==> config.mk <==
export PLATFORM = sky130hd
export DESIGN_NAME = uart_rx_fifo
export DESIGN_NICKNAME = d
export VERILOG_FILES = /design/src/rtl/uart_rx_fifo.sv
export SDC_FILE = /design/constraint.sdc
export NUM_CORES = 1
export LEC_CHECK = 0
export ABC_AREA = 1
export CAP_MARGIN = 0
export CORE_ASPECT_RATIO = 0.5
export CORE_UTILIZATION = 55
export DETAILED_ROUTE_END_ITERATION = 6
export GPL_TIMING_DRIVEN = 0
export PLACE_DENSITY_LB_ADDON = 0.05
export RECOVER_POWER = 25
export SYNTH_ARGS = -nofsm -noshare
export SYNTH_HDL_FRONTEND = slang
export SYNTH_SLANG_ARGS = --single-unit
export TNS_END_PERCENT = 100
==> constraint.sdc <==
create_clock -name clk -period 4.3 [get_ports clk]
set_input_delay 0.645 -clock clk [delete_from_list [all_inputs] [get_ports clk]]
set_output_delay 0.645 -clock clk [all_outputs]
set_load 0.005 [all_outputs]
==> src/rtl/uart_rx_fifo.sv <==
`default_nettype none
// +----------------------------------------------------------------------------+
// | Module      : uart_rx_fifo                                                 |
// | Description : UART receiver (2-FF synchronised RXD, mid-bit sampling)      |
// |               feeding a first-word fall-through receive FIFO with          |
// |               per-entry frame/parity error flags and a sticky overrun.     |
// | Config macro: UART_RX_PARITY_EN - adds one parity bit per frame and the    |
// |               parity check; without it rx_parity_err is held at 0.         |
// | Revision    : 1.0 - initial release                                        |
// +----------------------------------------------------------------------------+
module uart_rx_fifo #(
  parameter int DATA_BITS        = 8,
  parameter int BAUD_PERIOD_BITS = 16,
  parameter int FIFO_DEPTH       = 8
) (
  input  logic                          clk,
  input  logic                          reset_n,
  input  logic                          enable,
  input  logic [BAUD_PERIOD_BITS-1:0]   baud_rate_period_m1,
  input  logic                          parity_odd,
  input  logic                          RXD,
  output logic [DATA_BITS-1:0]          rx_data,
  output logic                          rx_frame_err,
  output logic                          rx_parity_err,
  output logic                          rx_valid,
  input  logic                          rx_ready,
  output logic [$clog2(FIFO_DEPTH):0]   rx_count,
  input  logic                          flush,
  input  logic                          clear_overrun,
  output logic                          overrun
);

  localparam int               PTR_W    = $clog2(FIFO_DEPTH) + 1;
  localparam int               IDX_W    = $clog2(FIFO_DEPTH);
  localparam int               ENTRY_W  = DATA_BITS + 2;
  localparam logic [3:0]       LAST_BIT = 4'(DATA_BITS - 1);
  localparam logic [PTR_W-1:0] DEPTH_P  = PTR_W'(FIFO_DEPTH);

  // --------------------------------------------------------------------------
  // Receiver state machine encoding
  // --------------------------------------------------------------------------
  typedef enum logic [2:0] {
    S_IDLE   = 3'd0,
    S_START  = 3'd1,
    S_DATA   = 3'd2,
`ifdef UART_RX_PARITY_EN
    S_PARITY = 3'd3,
`endif
    S_STOP   = 3'd4
  } state_t;

  // --------------------------------------------------------------------------
  // Input synchroniser and start-edge detection
  // --------------------------------------------------------------------------
  logic       sync1_q, sync1_d;
  logic       sync2_q, sync2_d;
  logic       hist_q,  hist_d;
  logic [1:0] settle_q, settle_d;
  logic       armed_q, armed_d;
  logic       start_edge;

  // Synchroniser chain; settle tracks when sync2 holds a real line sample,
  // armed records that a genuine idle-high level has been seen since reset.
  always_comb begin
    sync1_d  = RXD;
    sync2_d  = sync1_q;
    hist_d   = sync2_q;
    settle_d = {settle_q[0], 1'b1};
    armed_d  = armed_q | (settle_q[1] & sync2_q);
  end

  // A falling edge only counts once the line was really seen high beforehand.
  assign start_edge = armed_q & hist_q & ~sync2_q;

  // Synchroniser registers; resets to the idle-high line level.
  always_ff @(posedge clk) begin
    if (!reset_n) begin
      sync1_q  <= 1'b1;
      sync2_q  <= 1'b1;
      hist_q   <= 1'b1;
      settle_q <= 2'b00;
      armed_q  <= 1'b0;
    end else begin
      sync1_q  <= sync1_d;
      sync2_q  <= sync2_d;
      hist_q   <= hist_d;
      settle_q <= settle_d;
      armed_q  <= armed_d;
    end
  end

  // --------------------------------------------------------------------------
  // Frame receiver
  // --------------------------------------------------------------------------
  state_t                      state_q, state_d;
  logic [BAUD_PERIOD_BITS-1:0] cnt_q, cnt_d;
  logic [3:0]                  bit_idx_q, bit_idx_d;
  logic [DATA_BITS-1:0]        shift_q, shift_d;
  logic                        frame_err_q, frame_err_d;
  logic                        push_pend_q, push_pend_d;
  logic                        bit_tick;
  logic [BAUD_PERIOD_BITS-1:0] half_period;
  logic                        entry_perr;

  assign bit_tick    = (cnt_q == baud_rate_period_m1);
  assign half_period = baud_rate_period_m1 >> 1;

`ifdef UART_RX_PARITY_EN
  logic par_err_q, par_err_d;
  assign entry_perr = par_err_q;
`else
  logic unused_parity_odd;
  assign unused_parity_odd = parity_odd;
  assign entry_perr        = 1'b0;
`endif

  // Next-state logic: mid-bit sampling, LSB-first shift, stop-bit check.
  always_comb begin
    state_d     = state_q;
    cnt_d       = cnt_q;
    bit_idx_d   = bit_idx_q;
    shift_d     = shift_q;
    frame_err_d = frame_err_q;
    push_pend_d = 1'b0;
`ifdef UART_RX_PARITY_EN
    par_err_d   = par_err_q;
`endif
    if (!enable) begin
      // Abandon any partial frame; a completed frame already pending still pushes.
      state_d   = S_IDLE;
      cnt_d     = '0;
      bit_idx_d = '0;
    end else begin
      case (state_q)
        S_IDLE: begin
          if (start_edge) begin
            cnt_d   = '0;
            state_d = S_START;
          end
        end
        S_START: begin
          if (cnt_q == half_period) begin
            cnt_d     = '0;
            bit_idx_d = '0;
            // A line already back high mid start bit was a glitch.
            state_d   = sync2_q ? S_IDLE : S_DATA;
          end else begin
            cnt_d = cnt_q + 1'b1;
          end
        end
        S_DATA: begin
          if (bit_tick) begin
            cnt_d   = '0;
            shift_d = {sync2_q, shift_q[DATA_BITS-1:1]};
            if (bit_idx_q == LAST_BIT) begin
`ifdef UART_RX_PARITY_EN
              state_d = S_PARITY;
`else
              state_d = S_STOP;
`endif
            end else begin
              bit_idx_d = bit_idx_q + 1'b1;
            end
          end else begin
            cnt_d = cnt_q + 1'b1;
          end
        end
`ifdef UART_RX_PARITY_EN
        S_PARITY: begin
          if (bit_tick) begin
            cnt_d     = '0;
            par_err_d = ((^shift_q) ^ sync2_q) != parity_odd;
            state_d   = S_STOP;
          end else begin
            cnt_d = cnt_q + 1'b1;
          end
        end
`endif
        S_STOP: begin
          if (bit_tick) begin
            cnt_d       = '0;
            frame_err_d = ~sync2_q;
            push_pend_d = 1'b1;
            state_d     = S_IDLE;
          end else begin
            cnt_d = cnt_q + 1'b1;
          end
        end
        default: begin
          state_d = S_IDLE;
          cnt_d   = '0;
        end
      endcase
    end
  end

  // Receiver registers.
  always_ff @(posedge clk) begin
    if (!reset_n) begin
      state_q     <= S_IDLE;
      cnt_q       <= '0;
      bit_idx_q   <= '0;
      shift_q     <= '0;
      frame_err_q <= 1'b0;
      push_pend_q <= 1'b0;
`ifdef UART_RX_PARITY_EN
      par_err_q   <= 1'b0;
`endif
    end else begin
      state_q     <= state_d;
      cnt_q       <= cnt_d;
      bit_idx_q   <= bit_idx_d;
      shift_q     <= shift_d;
      frame_err_q <= frame_err_d;
      push_pend_q <= push_pend_d;
`ifdef UART_RX_PARITY_EN
      par_err_q   <= par_err_d;
`endif
    end
  end

  // --------------------------------------------------------------------------
  // Receive FIFO (first-word fall-through)
  // --------------------------------------------------------------------------
  logic [ENTRY_W-1:0] mem_q [FIFO_DEPTH];
  logic [ENTRY_W-1:0] mem_d [FIFO_DEPTH];
  logic [PTR_W-1:0]   wr_q, wr_d;
  logic [PTR_W-1:0]   rd_q, rd_d;
  logic               overrun_q, overrun_d;
  logic [PTR_W-1:0]   count;
  logic               full;
  logic               not_empty;
  logic               pop;
  logic               push;
  logic               do_write;
  logic               drop;
  logic [ENTRY_W-1:0] head;
  logic [ENTRY_W-1:0] new_entry;

  assign count     = wr_q - rd_q;
  assign full      = (count == DEPTH_P);
  assign not_empty = (count != '0);
  assign pop       = not_empty & rx_ready;
  assign push      = push_pend_q & ~flush;
  // A pop in the same cycle frees the slot the new entry lands in.
  assign do_write  = push & (~full | pop);
  assign drop      = push & full & ~pop;
  assign new_entry = {frame_err_q, entry_perr, shift_q};
  assign head      = mem_q[rd_q[IDX_W-1:0]];

  // FIFO pointer/storage update; flush beats any push or pop in the same cycle.
  always_comb begin
    mem_d = mem_q;
    wr_d  = wr_q;
    rd_d  = rd_q;
    if (flush) begin
      wr_d = '0;
      rd_d = '0;
    end else begin
      if (do_write) begin
        mem_d[wr_q[IDX_W-1:0]] = new_entry;
        wr_d                   = wr_q + 1'b1;
      end
      if (pop) begin
        rd_d = rd_q + 1'b1;
      end
    end
    // Setting the sticky flag takes priority over clearing it.
    if (drop) begin
      overrun_d = 1'b1;
    end else if (clear_overrun) begin
      overrun_d = 1'b0;
    end else begin
      overrun_d = overrun_q;
    end
  end

  // FIFO registers.
  always_ff @(posedge clk) begin
    if (!reset_n) begin
      for (int i = 0; i < FIFO_DEPTH; i++) begin
        mem_q[i] <= '0;
      end
      wr_q      <= '0;
      rd_q      <= '0;
      overrun_q <= 1'b0;
    end else begin
      mem_q     <= mem_d;
      wr_q      <= wr_d;
      rd_q      <= rd_d;
      overrun_q <= overrun_d;
    end
  end

  // Head outputs read as zero whenever the FIFO is empty.
  assign rx_valid      = not_empty;
  assign rx_data       = not_empty ? head[DATA_BITS-1:0] : '0;
  assign rx_parity_err = not_empty & head[DATA_BITS];
  assign rx_frame_err  = not_empty & head[DATA_BITS+1];
  assign rx_count      = count;
  assign overrun       = overrun_q;

endmodule
`default_nettype wire

==> results of run 1 <==
## Yosys cell counts, types with 2 or more instances
cell type                  count  area share
sky130_fd_sc_hd__clkbuf_1     22       0.013
sky130_fd_sc_hd__nand2_4       8       0.014
sky130_fd_sc_hd__buf_1         4      0.0023
sky130_fd_sc_hd__buf_2        13      0.0099
sky130_fd_sc_hd__clkinv_1      2      0.0011
sky130_fd_sc_hd__dfxtp_1     120        0.37
sky130_fd_sc_hd__nand3_1      25       0.019
sky130_fd_sc_hd__nor3_1        7      0.0054
sky130_fd_sc_hd__nand2_2       2      0.0019
sky130_fd_sc_hd__xor2_1        6      0.0080
sky130_fd_sc_hd__nand2_1     315        0.18
sky130_fd_sc_hd__or2_2         2      0.0019
sky130_fd_sc_hd__nand4_1      19       0.018
sky130_fd_sc_hd__inv_1       147       0.084
sky130_fd_sc_hd__buf_6         7       0.012
sky130_fd_sc_hd__xnor2_1       2      0.0027
sky130_fd_sc_hd__a21oi_1      43       0.033
sky130_fd_sc_hd__nor2_1      226        0.13
sky130_fd_sc_hd__ha_1          7       0.013
sky130_fd_sc_hd__o21ai_0      88       0.067
## worst max path at each step
stage | to | depth (start not counted) | slack, ns | from
2_1_floorplan | rx_data[0] | 11 | 1.54 | rd_q[1]$_SDFFE_PP0P_
3_3_place_gp | rx_data[6] | 12 | 0.65 | rd_q[1]$_SDFFE_PP0P_
3_5_place_dp | rx_data[6] | 12 | 0.54 | rd_q[1]$_SDFFE_PP0P_
4_1_cts | rx_data[1] | 12 | 0.09 | rd_q[1]$_SDFFE_PP0P_
5_1_grt | rx_data[4] | 12 | 0.007 | rd_q[1]$_SDFFE_PP0P_
6_report | rx_data[4] | 12 | 0.26 | rd_q[1]$_SDFFE_PP0P_
## metrics by stage
stage,total power [mW],util,std cells
2_1_floorplan,1.428,-,1075
3_3_place_gp,1.589,0.6303,1271
3_5_place_dp,1.599,0.6303,1271
4_1_cts,3.143,0.6865,1303
5_1_grt,3.257,0.6861,1303
6_report,3.139,0.6861,1303
## state kept, by name, indices dropped and copies added (netlist names)
| name | flops |
|---|---|
| armed_q | 1 |
| bit_idx_q | 4 |
| cnt_q | 16 |
| frame_err_q | 1 |
| hist_d | 1 |
| hist_q | 1 |
| mem_q | 72 |
| overrun | 1 |
| push_pend_q | 1 |
| rd_q | 4 |
| settle_q | 2 |
| shift_q | 8 |
| state_q | 3 |
| sync1_q | 1 |
| wr_q | 4 |
## kinds of logic (layout without fill, tap and decap cells)
family	after synthesis	count (layout)	synth area share
buffers and inverters	196	265	0.1235
other	1	1	0.0005732
flip-flops	120	120	0.3672
adder cells (fa/ha/maj)	8	8	0.01645
AO/OA/AOI/OAI	132	132	0.1015
XOR/XNOR	8	8	0.01071
AND/OR/NAND/NOR	610	610	0.3800
## where the power goes
group          internal (mW)  switching, mW  total, mW
clock                   1.02          0.537       1.56
sequential              1.12         0.0119       1.14
combinational          0.150          0.294      0.444
total                   2.30          0.843       3.14
## timing repair
action	4_1_cts	5_1_grt
hold buffers	0	0
setup endpoints to repair	0	9
gates resized for setup	0	2
## final cells by class
| type | count | area [um2] | area share |
|---|---|---|---|
| well taps | 159 | 198.9 | 0.02570 |
| flip-flops and latches | 120 | 2402 | 0.3103 |
| clock inverters | 14 | 205.2 | 0.02651 |
| inverters | 149 | 559.3 | 0.07225 |
| multi-input cells | 759 | 3327 | 0.4298 |
| clock buffers | 18 | 429.2 | 0.05544 |
| repair buffers | 37 | 370.4 | 0.04784 |
| plain buffers | 47 | 249.0 | 0.03216 |
## routing by layer
layer  share of wire  wire length (um)  GRT usage  vias to the layer above
li1                -                 -          -                     3391
met5               0                 0          0                        -
met1            0.46              7947     0.3838                     2964
met4           0.018               314    0.09020                        0
met2            0.45              7849     0.4942                      200
met3           0.067              1162    0.06605                       31
## worst reg2reg max path, cell delays in order, from the launching register on
cell and delay (ns):
sky130_fd_sc_hd__dfxtp_1 0.33, sky130_fd_sc_hd__inv_1 0.09, sky130_fd_sc_hd__clkbuf_1 0.38, sky130_fd_sc_hd__clkbuf_2 0.33, sky130_fd_sc_hd__fa_1 0.48, sky130_fd_sc_hd__nor3_1 0.36, sky130_fd_sc_hd__nand3_2 0.14, sky130_fd_sc_hd__nand2_4 0.16
sky130_fd_sc_hd__nor2_1 0.07, sky130_fd_sc_hd__clkbuf_1 0.26, sky130_fd_sc_hd__o21ai_0 0.28, sky130_fd_sc_hd__nor2_1 0.08
==> qor.txt, run 1 <==
CRITICAL PATH
--------------------------------------------------------------------------------------------------
R2r setup slk .......................................................................      1.20 ns
Largest delay share family, worst path .............................................. buffers and inverters
Critical path required time .........................................................      3.65 ns
Arr. time, crit path ................................................................      3.39 ns
Startpoint class of the critical path ...............................................    flip-flop
Crit-path slowest cell .............................................................. sky130_fd_sc_hd__clkdlybuf4s50_1
Worst setup EP type .................................................................   output pin
Critical path, cell by cell ......................................................... inv_1 > clkbuf_1 > clkbuf_2 > ha_1 > nand3_1 > nand2_1 > xor2_1 > inv_1 > nand2_1 > clkinv_1 > nor2_1 > clkdlybuf4s50_1
Max incr delay on CP ................................................................      0.52 ns
R2R depth ...........................................................................           11
Buffers plus inverters on the worst setup path ......................................            6
Reg-to-reg endpoint ................................................................. mem_q[6]$_SDFFE_PN0P_
Reg2Reg Launch Point ................................................................ rd_q[1]$_SDFFE_PP0P_
Maximum fanout count along the critical path ........................................           11
Critical path class ................................................................. flip-flop to output pin

FINAL LAYOUT
--------------------------------------------------------------------------------------------------
Most frequent standard cell in the layout excluding fill and tap cells .............. sky130_fd_sc_hd__nand2_1
Non-Filler Cell Area, Final ......................................................... 0.007741 mm2
Final nets ..........................................................................        1,163
Fill count ..........................................................................        1,063
Synth-to-layout area growth .........................................................       18.32%
Fraction of layout instances using a drive strength above 1 .........................      0.05682
Antenna diode count .................................................................            0
Top library cells by usage in the layout, fill and taps aside ....................... sky130_fd_sc_hd__nand2_1, sky130_fd_sc_hd__nor2_1, sky130_fd_sc_hd__inv_1, sky130_fd_sc_hd__dfxtp_1, sky130_fd_sc_hd__o21ai_0

SYNTHESIS
--------------------------------------------------------------------------------------------------
Most common flop cell mapped by yosys ............................................... sky130_fd_sc_hd__dfxtp_1
Number of nets produced by synthesis ................................................        1,107
Mapped cell area .................................................................... 0.006543 mm2
Proportion of register bits with asynchronous set or reset after synthesis ..........            0
Post-synthesis cell type count ......................................................           30
Number of synthesized register bits .................................................          120
Sequential fraction of the synthesis area ...........................................       0.3672
Post-synthesis average cell area ....................................................    6.086 um2
Number of enable flip-flop cells after synthesis ....................................            0
Warnings, synthesis .................................................................            0
Instance count of the mapped netlist ................................................        1,075

STA
--------------------------------------------------------------------------------------------------
Fmax ................................................................................   0.2477 GHz
Number of endpoints failing setup at the final stage ................................            0
Count of pins over their slew limit .................................................            0
Final worst-path cycle share ........................................................       0.9390
Hold violation count in the final report ............................................            0
Unrepaired setup endpoints after global routing .....................................           no
Worst-margin pin slew ...............................................................    0.6117 ns
Worst hold slack after final layout .................................................    0.4167 ns
Total negative slack for setup checks ...............................................         0 ns
Final clock skew ....................................................................  0.009928 ns
Minimum clock period ................................................................     4.038 ns
Worst relative slew slack ...........................................................       0.5922
Smallest setup slack after layout ...................................................    0.2621 ns

WORST HOLD PATH
--------------------------------------------------------------------------------------------------
Path class of the lowest-slack min-delay path ....................................... flip-flop to flip-flop
Min-Delay Path Depth ................................................................            1
Worst Hold Endpoint ................................................................. hist_d$_SDFF_PN1_
Startpoint of the tightest hold check path .......................................... sync1_q$_SDFF_PN1_

PWR
--------------------------------------------------------------------------------------------------
IR Drop Worst-Case VDD ..............................................................    0.2250 mV
Leakage power .......................................................................     4.085 nW
Power per cell area ................................................................. 405.5 mW/mm2

GLOBAL ROUTING
--------------------------------------------------------------------------------------------------
GRT Residual Overflow ...............................................................            0
Initial antenna violation count .....................................................            0
Largest net degree at the start of global routing ...................................           17
Overall track demand over capacity in global routing ................................       0.2964
Wire length of the first global-routing pass ........................................    28,270 um
Via count of the first global-routing pass ..........................................        5,994

CLOCKING
--------------------------------------------------------------------------------------------------
Clock insertion delay at the later pin of the skew report ...........................      0.42 ns
Number of CTS-inserted buffers ......................................................           17
Clock transition time at the flip-flop clock pins of the worst setup and hold paths .      0.06 ns
Maximum buffer depth of the clock tree ..............................................            2
Root buffer cell .................................................................... sky130_fd_sc_hd__clkbuf_16
Post-CTS Setup Repair Bufs ..........................................................            0
Number of clock sinks seen by CTS ...................................................          120
Level count of the clock H-tree .....................................................            4
CTS tree ............................................................................         done

FLOORPLAN
--------------------------------------------------------------------------------------------------
Starting density of the core ........................................................       0.5798
Width of the die ....................................................................     156.2 um
Placement Rows ......................................................................           27
Floorplan die height ................................................................     79.12 um
Area of the die .....................................................................  0.01236 mm2
Core region area ....................................................................  0.01128 mm2
I/O pin cnt .........................................................................           40

PLACEMENT
--------------------------------------------------------------------------------------------------
Post-detailed-placement cell area ................................................... 0.007112 mm2
Dpl hpwl ............................................................................    12,080 um
Total of buffers placed on input and output ports ...................................           37
Weighted congestion reported at the end of routability-driven placement .............       0.8816
Worst slack, placed .................................................................    0.5427 ns

DETAILED ROUTING
--------------------------------------------------------------------------------------------------
Residual DRC ........................................................................            0
Per-cell routed wire length .........................................................     13.26 um
TritonRoute pass-1 iters ............................................................            7
Number of nets with antenna violations after detailed routing .......................            0
Sum of routed wire length over all layers ...........................................    17,270 um
Via density per instance ............................................................        5.054
Number of DRC violations after detailed-routing iteration 0 .........................          449
Vias ................................................................................        6,586

RUN STATUS
--------------------------------------------------------------------------------------------------
Outcome .............................................................................    completed

FLOW RUN
--------------------------------------------------------------------------------------------------
Max-cap check violation count .......................................................            0

(Power assumes the default switching activity.)
==> run 2, diff against run 1 <==
--- a/config.mk
+++ b/config.mk
@@ -8,6 +8,7 @@
 export ABC_AREA = 1
 export CAP_MARGIN = 0
 export CORE_ASPECT_RATIO = 0.5
+export CORE_MARGIN = 2
 export CORE_UTILIZATION = 55
 export DETAILED_ROUTE_END_ITERATION = 6
 export GPL_TIMING_DRIVEN = 0
==> qor.txt, run 2 (synthesized netlist as in run 1, its figures left out) <==
PWR
--------------------------------------------------------------------------------------------------
Power per cell area ................................................................. 401.7 mW/mm2
IR Drop Worst-Case VDD ..............................................................    0.2654 mV
Leakage power .......................................................................     4.081 nW
Overall Power .......................................................................     3.111 mW

FINAL LAYOUT
--------------------------------------------------------------------------------------------------
Register with the most flip-flops ...................................................        mem_q
Top library cells by usage in the layout, fill and taps aside ....................... sky130_fd_sc_hd__nand2_1, sky130_fd_sc_hd__nor2_1, sky130_fd_sc_hd__inv_1, sky130_fd_sc_hd__dfxtp_1, sky130_fd_sc_hd__o21ai_0
Most frequent standard cell in the layout excluding fill and tap cells .............. sky130_fd_sc_hd__nand2_1
Largest registers in the final layout ............................................... mem_q (72), cnt_q (16), shift_q (8)
Synth-to-layout area growth .........................................................       18.38%
Antenna diode count .................................................................            0
Largest register FFs ................................................................           72
Fill count ..........................................................................        1,124
Final nets ..........................................................................        1,163
Fraction of layout instances using a drive strength above 1 .........................      0.05512

CRITICAL PATH
--------------------------------------------------------------------------------------------------
Startpoint class of the critical path ...............................................    flip-flop
Worst setup EP type .................................................................   output pin
Critical path class ................................................................. flip-flop to output pin
Maximum fanout count along the critical path ........................................           11
Buffers plus inverters on the worst setup path ......................................            6
Crit-path slowest cell .............................................................. sky130_fd_sc_hd__clkdlybuf4s50_1
Depth of the critical timing path with buffers and inverters included ...............           12
Arr. time, crit path ................................................................      3.40 ns
R2r setup slk .......................................................................      1.36 ns
Critical path, cell by cell ......................................................... inv_1 > clkbuf_1 > clkbuf_2 > ha_1 > nand3_1 > nand2_1 > xor2_1 > inv_1 > nand2_1 > clkinv_1 > nor2_1 > clkdlybuf4s50_1
Max incr delay on CP ................................................................      0.52 ns
Critical path required time .........................................................      3.65 ns
Largest delay share family, worst path .............................................. buffers and inverters
R2R depth ...........................................................................           11

RUN STATUS
--------------------------------------------------------------------------------------------------
Outcome .............................................................................    completed

CLOCKING
--------------------------------------------------------------------------------------------------
Number of clock sinks seen by CTS ...................................................          120
Maximum buffer depth of the clock tree ..............................................            2
Root buffer cell .................................................................... sky130_fd_sc_hd__clkbuf_16
Number of CTS-inserted buffers ......................................................           17
CTS tree ............................................................................         done
Clock transition time at the flip-flop clock pins of the worst setup and hold paths .      0.06 ns
Level count of the clock H-tree .....................................................            4
Clock insertion delay at the later pin of the skew report ...........................      0.42 ns

GLOBAL ROUTING
--------------------------------------------------------------------------------------------------
Wire length of the first global-routing pass ........................................    28,680 um
Overall track demand over capacity in global routing ................................       0.2911
Via count of the first global-routing pass ..........................................        5,946
Initial antenna violation count .....................................................            0
Largest net degree at the start of global routing ...................................           17
GRT Residual Overflow ...............................................................            0

STA
--------------------------------------------------------------------------------------------------
Worst-margin pin slew ...............................................................    0.6292 ns
Fmax ................................................................................   0.2475 GHz
Smallest setup slack after layout ...................................................    0.2591 ns
Count of pins over their slew limit .................................................            0
Total negative slack for setup checks ...............................................         0 ns
Worst hold slack after final layout .................................................    0.4164 ns
Final clock skew ....................................................................  0.007339 ns
Hold violation count in the final report ............................................            0
Minimum clock period ................................................................     4.041 ns
Number of endpoints failing setup at the final stage ................................            0
Unrepaired setup endpoints after global routing .....................................           no
Final worst-path cycle share ........................................................       0.9397
Worst relative slew slack ...........................................................       0.5805

FLOORPLAN
--------------------------------------------------------------------------------------------------
Width of the die ....................................................................     158.2 um
Floorplan die height ................................................................     81.12 um
Starting density of the core ........................................................       0.5591
Placement Rows ......................................................................           28
I/O pin cnt .........................................................................           40
Area of the die .....................................................................  0.01284 mm2
Core region area ....................................................................  0.01170 mm2

PLACEMENT
--------------------------------------------------------------------------------------------------
Dpl hpwl ............................................................................    12,350 um
Worst slack, placed .................................................................    0.5592 ns
Total of buffers placed on input and output ports ...................................           37
Weighted congestion reported at the end of routability-driven placement .............       0.8738

WORST HOLD PATH
--------------------------------------------------------------------------------------------------
Min-Delay Path Depth ................................................................            2
Path class of the lowest-slack min-delay path ....................................... flip-flop to flip-flop

DETAILED ROUTING
--------------------------------------------------------------------------------------------------
Number of nets with antenna violations after detailed routing .......................            0
Residual DRC ........................................................................            0
Sum of routed wire length over all layers ...........................................    17,640 um
Vias ................................................................................        6,630
TritonRoute pass-1 iters ............................................................            5
Per-cell routed wire length .........................................................     13.48 um
Number of DRC violations after detailed-routing iteration 0 .........................          453
Via density per instance ............................................................        5.069

FLOW RUN
--------------------------------------------------------------------------------------------------
Max-cap check violation count .......................................................            0

[run 2: cell count changes in the layout (fill, tap and decap cells not counted)]
cell	before	now
sky130_fd_sc_hd__clkbuf_8	0	4
sky130_fd_sc_hd__clkinv_2	6	3
sky130_fd_sc_hd__clkinv_4	2	0
sky130_fd_sc_hd__bufinv_16	5	4
sky130_fd_sc_hd__clkbuf_1	23	24
[run 2: per-layer routing]
metal	vias up	routed length, um	global-route usage
met5	-	0	0
met4	0	389	0.1171
met3	33	1259	0.04803
met2	214	7897	0.4865
met1	2995	8090	0.3805
li1	3388	-	-
[run 2: worst paths after layout]
check,start,end
min reg2reg,settle_q[0]$_DFF_P_,settle_q[1]$_SDFF_PN0_
max,rd_q[1]$_SDFFE_PP0P_,rx_frame_err
min,settle_q[0]$_DFF_P_,settle_q[1]$_SDFF_PN0_
max reg2reg,rd_q[1]$_SDFFE_PP0P_,mem_q[0]$_SDFFE_PN0P_
[run 2: tightest hold or removal path: cells and delay by family, from the launching register on]
kind,cells,cell delay (ns)
buffers and inverters,1,0.04
DFF,1,0.30
and+or+nand+nor,1,0.05
[run 2: per-stage QoR]
step / cell area [um2] / utilization / std cells
after floorplan: 6543 / - / 1075
after global routing: 7745 / 0.6619 / 1308
final: 7745 / 0.6619 / 1308
after CTS: 7750 / 0.6623 / 1308
after detailed placement: 7119 / 0.6084 / 1277
after global placement: 7119 / 0.6084 / 1277
[run 2: power by group]
part / internal, mW / switching, mW
sequential: 1.12 / 0.0118
clock: 1.03 / 0.507
combinational: 0.150 / 0.293
total: 2.30 / 0.812
[run 2: layout make-up]
type	instances	area, um2	area share
buffer	47	249.0	0.03215
inverter	149	559.3	0.07221
multi-input combinational	759	3327	0.4296
sequential	120	2402	0.3102
clock inverter	8	142.6	0.01842
timing repair buffer	37	370.4	0.04782
tap	165	206.4	0.02666
clock buffer	23	488.0	0.06300
[run 2: repair_timing]
| action | CTS | global route |
|---|---|---|
| resized for setup | 0 | 2 |
| endpoints found under the setup margin | 0 | 9 |
| hold endpoints to repair | 0 | 0 |
| buffers inserted | 0 | 0 |
| hold buffers | 0 | 0 |
==> run 3, diff against run 2 <==
--- a/config.mk
+++ b/config.mk
@@ -10,6 +10,7 @@
 export CORE_ASPECT_RATIO = 0.5
 export CORE_MARGIN = 2
 export CORE_UTILIZATION = 55
+export CTS_BUF_LIST = sky130_fd_sc_hd__clkbuf_8
 export DETAILED_ROUTE_END_ITERATION = 6
 export GPL_TIMING_DRIVEN = 0
 export PLACE_DENSITY_LB_ADDON = 0.05
==> qor.txt, run 3 (synthesized netlist as in run 1, its figures left out) <==
CRITICAL PATH
--------------------------------------------------------------------------------------------------
Reg2Reg Launch Point ................................................................ rd_q[1]$_SDFFE_PP0P_
Maximum fanout count along the critical path ........................................           10
Startpoint class of the critical path ...............................................    flip-flop
Launching element of the worst setup path ........................................... rd_q[2]$_SDFFE_PP0P_
Critical path required time .........................................................      3.65 ns
Critical path class ................................................................. flip-flop to output pin
Arr. time, crit path ................................................................      3.25 ns
Worst setup EP type .................................................................   output pin

GLOBAL ROUTING
--------------------------------------------------------------------------------------------------
Via count of the first global-routing pass ..........................................        5,882
Overall track demand over capacity in global routing ................................       0.2868
Wire length of the first global-routing pass ........................................    28,350 um
GRT Residual Overflow ...............................................................            0
Largest net degree at the start of global routing ...................................           17
Initial antenna violation count .....................................................            0

FINAL LAYOUT
--------------------------------------------------------------------------------------------------
Most frequent standard cell in the layout excluding fill and tap cells .............. sky130_fd_sc_hd__nand2_1
Register with the most flip-flops ...................................................        mem_q
Antenna diode count .................................................................            0
Final nets ..........................................................................        1,162
Fill count ..........................................................................        1,153
Non-Filler Cell Area, Final ......................................................... 0.007550 mm2
Largest register FFs ................................................................           72
Synth-to-layout area growth .........................................................       15.39%
Fraction of layout instances using a drive strength above 1 .........................      0.05517
FF+latch area ....................................................................... 0.002402 mm2
Top library cells by usage in the layout, fill and taps aside ....................... sky130_fd_sc_hd__nand2_1, sky130_fd_sc_hd__nor2_1, sky130_fd_sc_hd__inv_1, sky130_fd_sc_hd__dfxtp_1, sky130_fd_sc_hd__o21ai_0
Multi-input gate area in the final layout ........................................... 0.003327 mm2
Largest registers in the final layout ............................................... mem_q (72), cnt_q (16), shift_q (8)

CLOCKING
--------------------------------------------------------------------------------------------------
Count of instances resized after the clock tree is built ............................            0
Root buffer cell .................................................................... sky130_fd_sc_hd__clkbuf_8
Post-CTS Setup Repair Bufs ..........................................................            0
Number of CTS-inserted buffers ......................................................           17
# hold bufs at CTS ..................................................................            0
Maximum buffer depth of the clock tree ..............................................            2
Number of clock sinks seen by CTS ...................................................          120
CTS tree ............................................................................         done
Level count of the clock H-tree .....................................................            4
Clock insertion delay at the later pin of the skew report ...........................      0.44 ns
Clock transition time at the flip-flop clock pins of the worst setup and hold paths .      0.08 ns

PLACEMENT
--------------------------------------------------------------------------------------------------
Weighted congestion reported at the end of routability-driven placement .............       0.8738
Post-detailed-placement cell area ................................................... 0.007119 mm2
Worst slack, placed .................................................................    0.5592 ns
Dpl hpwl ............................................................................    12,350 um
Total of buffers placed on input and output ports ...................................           37

DETAILED ROUTING
--------------------------------------------------------------------------------------------------
Highest routed metal layer ..........................................................         met4
TritonRoute pass-1 iters ............................................................            5
Via density per instance ............................................................        5.060
Per-cell routed wire length .........................................................     13.36 um
Total length of routed met2 wires ...................................................      7635 um
Number of DRC violations after detailed-routing iteration 0 .........................          424
Vias ................................................................................        6,614
Amount of wire on met3 after detailed routing .......................................      1159 um
Detailed-routing wirelength on met1 .................................................      8332 um
Residual DRC ........................................................................            0
Sum of routed wire length over all layers ...........................................    17,470 um
Number of nets with antenna violations after detailed routing .......................            0

FLOORPLAN
--------------------------------------------------------------------------------------------------
I/O pin cnt .........................................................................           40
Width of the die ....................................................................     158.2 um
Floorplan die height ................................................................     81.12 um
Placement Rows ......................................................................           28
Starting density of the core ........................................................       0.5591
Core region area ....................................................................  0.01170 mm2
Area of the die .....................................................................  0.01284 mm2

STA
--------------------------------------------------------------------------------------------------
Minimum clock period ................................................................     3.892 ns
Worst relative slew slack ...........................................................       0.5880
Fmax ................................................................................   0.2569 GHz
Worst-margin pin slew ...............................................................    0.6133 ns
Hold violation count in the final report ............................................            0
Total negative slack for setup checks ...............................................         0 ns
Unrepaired setup endpoints after global routing .....................................           no
Final clock skew ....................................................................   0.01435 ns
Final worst-path cycle share ........................................................       0.9051
Smallest setup slack after layout ...................................................    0.4079 ns
Count of pins over their slew limit .................................................            0
Number of endpoints failing setup at the final stage ................................            0

PWR
--------------------------------------------------------------------------------------------------
Leakage power .......................................................................     4.001 nW
Power per cell area ................................................................. 360.5 mW/mm2
IR Drop Worst-Case VDD ..............................................................    0.2204 mV
Overall Power .......................................................................     2.721 mW

WORST HOLD PATH
--------------------------------------------------------------------------------------------------
Startpoint of the tightest hold check path .......................................... settle_q[0]$_DFF_P_
Path class of the lowest-slack min-delay path ....................................... flip-flop to flip-flop

RUN STATUS
--------------------------------------------------------------------------------------------------
Outcome .............................................................................    completed

FLOW RUN
--------------------------------------------------------------------------------------------------
Max-cap check violation count .......................................................            0

==> run 3: changes by cell type in the layout (fill, tap and decap cells not counted), sizes merged <==
cell | before | now
clkbuf | 46 | 43
inv | 147 | 149
==> run 3: critical path: stages (launching register included) <==
cell and delay (ns):
sky130_fd_sc_hd__dfxtp_1 0.34, sky130_fd_sc_hd__inv_1 0.08, sky130_fd_sc_hd__clkbuf_1 0.37, sky130_fd_sc_hd__ha_1 0.36, sky130_fd_sc_hd__a21oi_1 0.13, sky130_fd_sc_hd__nand2_1 0.07
sky130_fd_sc_hd__xor2_1 0.32, sky130_fd_sc_hd__inv_1 0.07, sky130_fd_sc_hd__nand2_1 0.10, sky130_fd_sc_hd__clkinv_1 0.24, sky130_fd_sc_hd__nor2_1 0.19, sky130_fd_sc_hd__clkdlybuf4s50_1 0.52
==> run 3: routing by layer <==
| layer | vias to the layer above | GRT usage |
|---|---|---|
| li1 | 3387 | - |
| met4 | 0 | 0.09640 |
| met3 | 32 | 0.06297 |
| met1 | 2988 | 0.3748 |
| met5 | - | 0 |
| met2 | 207 | 0.4761 |
==> run 3: report_power, final <==
part	total (mW)	internal, mW	switching, mW	leakage, nW
Sequential	1.13	1.12	0.0119	0.968
Combinational	0.446	0.149	0.297	2.80
Clock	1.14	0.684	0.457	0.230
==> run 3: per-stage QoR <==
| step | hold slack (ns) | util | cells |
|---|---|---|---|
| floorplan | 0.3905 | - | 1075 |
| global placement | 0.3962 | 0.6084 | 1277 |
| detailed placement | 0.4017 | 0.6084 | 1277 |
| CTS | 0.4225 | 0.6460 | 1308 |
| global route | 0.4345 | 0.6452 | 1307 |
| finish | 0.4222 | 0.6452 | 1307 |
==> run 3: final timing paths <==
check,end,slack (ns),depth (start not counted)
worst min register to register,settle_q[1]$_SDFF_PN0_,0.42,2
worst min-delay path,settle_q[1]$_SDFF_PN0_,0.42,2
worst max-delay path,rx_frame_err,0.41,11
worst max register to register,mem_q[0]$_SDFFE_PN0P_,1.56,11
==> run 3: layout make-up <==
class,count,area share
tap,165,0.02735
clock inverter,10,0.01989
inverter,149,0.07408
clock buffer,21,0.03828
multi-input combinational,759,0.4407
timing repair buffer,37,0.04906
sequential,120,0.3182
buffer,46,0.03248
==> RTL change: new RTL, config.mk and constraints of run 2 <==
Add a define of `UART_RX_PARITY_EN`.
--- a/src/rtl/uart_rx_fifo.sv
+++ b/src/rtl/uart_rx_fifo.sv
@@ -8,6 +8,8 @@
 // |               parity check; without it rx_parity_err is held at 0.         |
 // | Revision    : 1.0 - initial release                                        |
 // +----------------------------------------------------------------------------+
+`define UART_RX_PARITY_EN
+
 module uart_rx_fifo #(
   parameter int DATA_BITS        = 8,
   parameter int BAUD_PERIOD_BITS = 16,
Function: same outputs for any inputs over 10 cycles, from zero or initial values and one cycle with reset_n low; that may be too few to reach the edited logic, so the function may still have changed.
==> RTL change against run 2 <==
- combinational power is 30% higher
- sequential cell count increased by 9
- worst hold slack worse by 0.0037 ns
- die area increased by 2.3%
- wire length fell by 1.3%
- sequential power is 7% higher
- power grew 3.4%
- final cell count down 3.8%
- worst setup slack improved by 0.0048 ns
- cell area rose by 1.4%
- core utilization is 0.16 points higher
- via count barely moved
- area after synthesis rose by 2.4%
==> RTL change: results (changes against run 2) <==
* DP HPWL at 12.13 mm (-1.8%)
* Dpl cells at 1226 (-4.0%)
* Worst Hold End: hist_d
* GP Congestion at 0.8791 (+0.61%)
* CP Data Arrival Time at 3.39 ns (about the same)
* Count of input and output buffers at 39 (+5.4%)
* Post-synthesis sequential area ratio at 38.55% (+1.8 points)
* Hold depth at 1 (-1)
* GR Util met3 at 5.000% (+0.20 points)
* LEAKAGE at 0.003098 uW (-24%)
* First-pass GRT wire length at 28.08 mm (-2.1%)
* Synth cell types at 34 (+13%)
* Post-DR wirelength/cell at 13.84 um (+2.6%)
* Worst Max-Slew Pin Slew at 0.7578 ns (+0.1286 ns)
* Largest net degree at the start of global routing at 17 (unchanged)
* Worst hold start: sync1_q
* Status: finished clean
* Switching Power at 938.6 uW (+16%)
* CP max stage delay at 0.56 ns (+0.04 ns)
* Worst slack at placement at 0.5503 ns (-0.008836 ns)
* Syn nets at 1054 (-4.8%)
* Fillers at 1118 (-0.53%)
* GR Util met1 at 35.63% (-2.4 points)
* GRT Util Overall at 27.21% (-1.9 points)
* Crit path to: rx_data[7]
* Met1 wire length at 8.024 mm (-0.82%)
* CP max stage cell: fa_1
* Reg-to-reg endpoint: mem_q[39]
* Vias per Instance at 5.269 (+3.9%)
* Drt total wl at 17.41 mm (-1.3%)
* Max rail drop VDD at 271.9 uV (+2.4%)
* Largest regs: mem_q x80, cnt_q x16, shift_q x8
* Post-DP Area at 7296 um2 (+2.5%)
* GRT met2 Usage at 45.97% (-2.7 points)
* Flop2flop setup slack at 1.56 ns (+0.20 ns)
* Top post-synthesis cells by count: 202 x nand2_1, 153 x inv_1, 143 x a21oi_1
* Hold slack at 0.4126 ns (-0.003724 ns)
* Vias in the first global route at 5709 (-4.0%)
* Met2 wire length at 7.837 mm (-0.76%)
-- RTL change: power groups by stage --
stage,Clock [uW],Sequential [uW],Combinational [uW]
floorplan,0,1240,362
global placement,0,1240,557
detailed placement,0,1240,566
CTS,1430,1220,570
global route,1490,1220,645
finish,1420,1220,578
-- RTL change: layout make-up --
cell class | count | area [um2] | area share (%)
Clock buffer | 19 | 442.9 | 5.638
Multi-Input combinational cell | 683 | 3262 | 41.52
Tap cell | 165 | 206.4 | 2.628
Clock inverter | 13 | 137.6 | 1.752
Buffer | 55 | 252.7 | 3.217
Sequential cell | 129 | 2582 | 32.87
Inverter | 155 | 581.8 | 7.406
Timing Repair Buffer | 39 | 390.4 | 4.969
-- RTL change: kinds of logic (layout without fill, tap and decap cells) --
group | after synthesis | after routing | synth area share (%)
xor+xnor | 15 | 15 | 2.185
simple gates | 368 | 368 | 23.31
compound gates | 292 | 292 | 21.89
flops | 129 | 129 | 38.55
fa+ha+maj | 8 | 8 | 1.606
buf+inv | 210 | 281 | 12.46
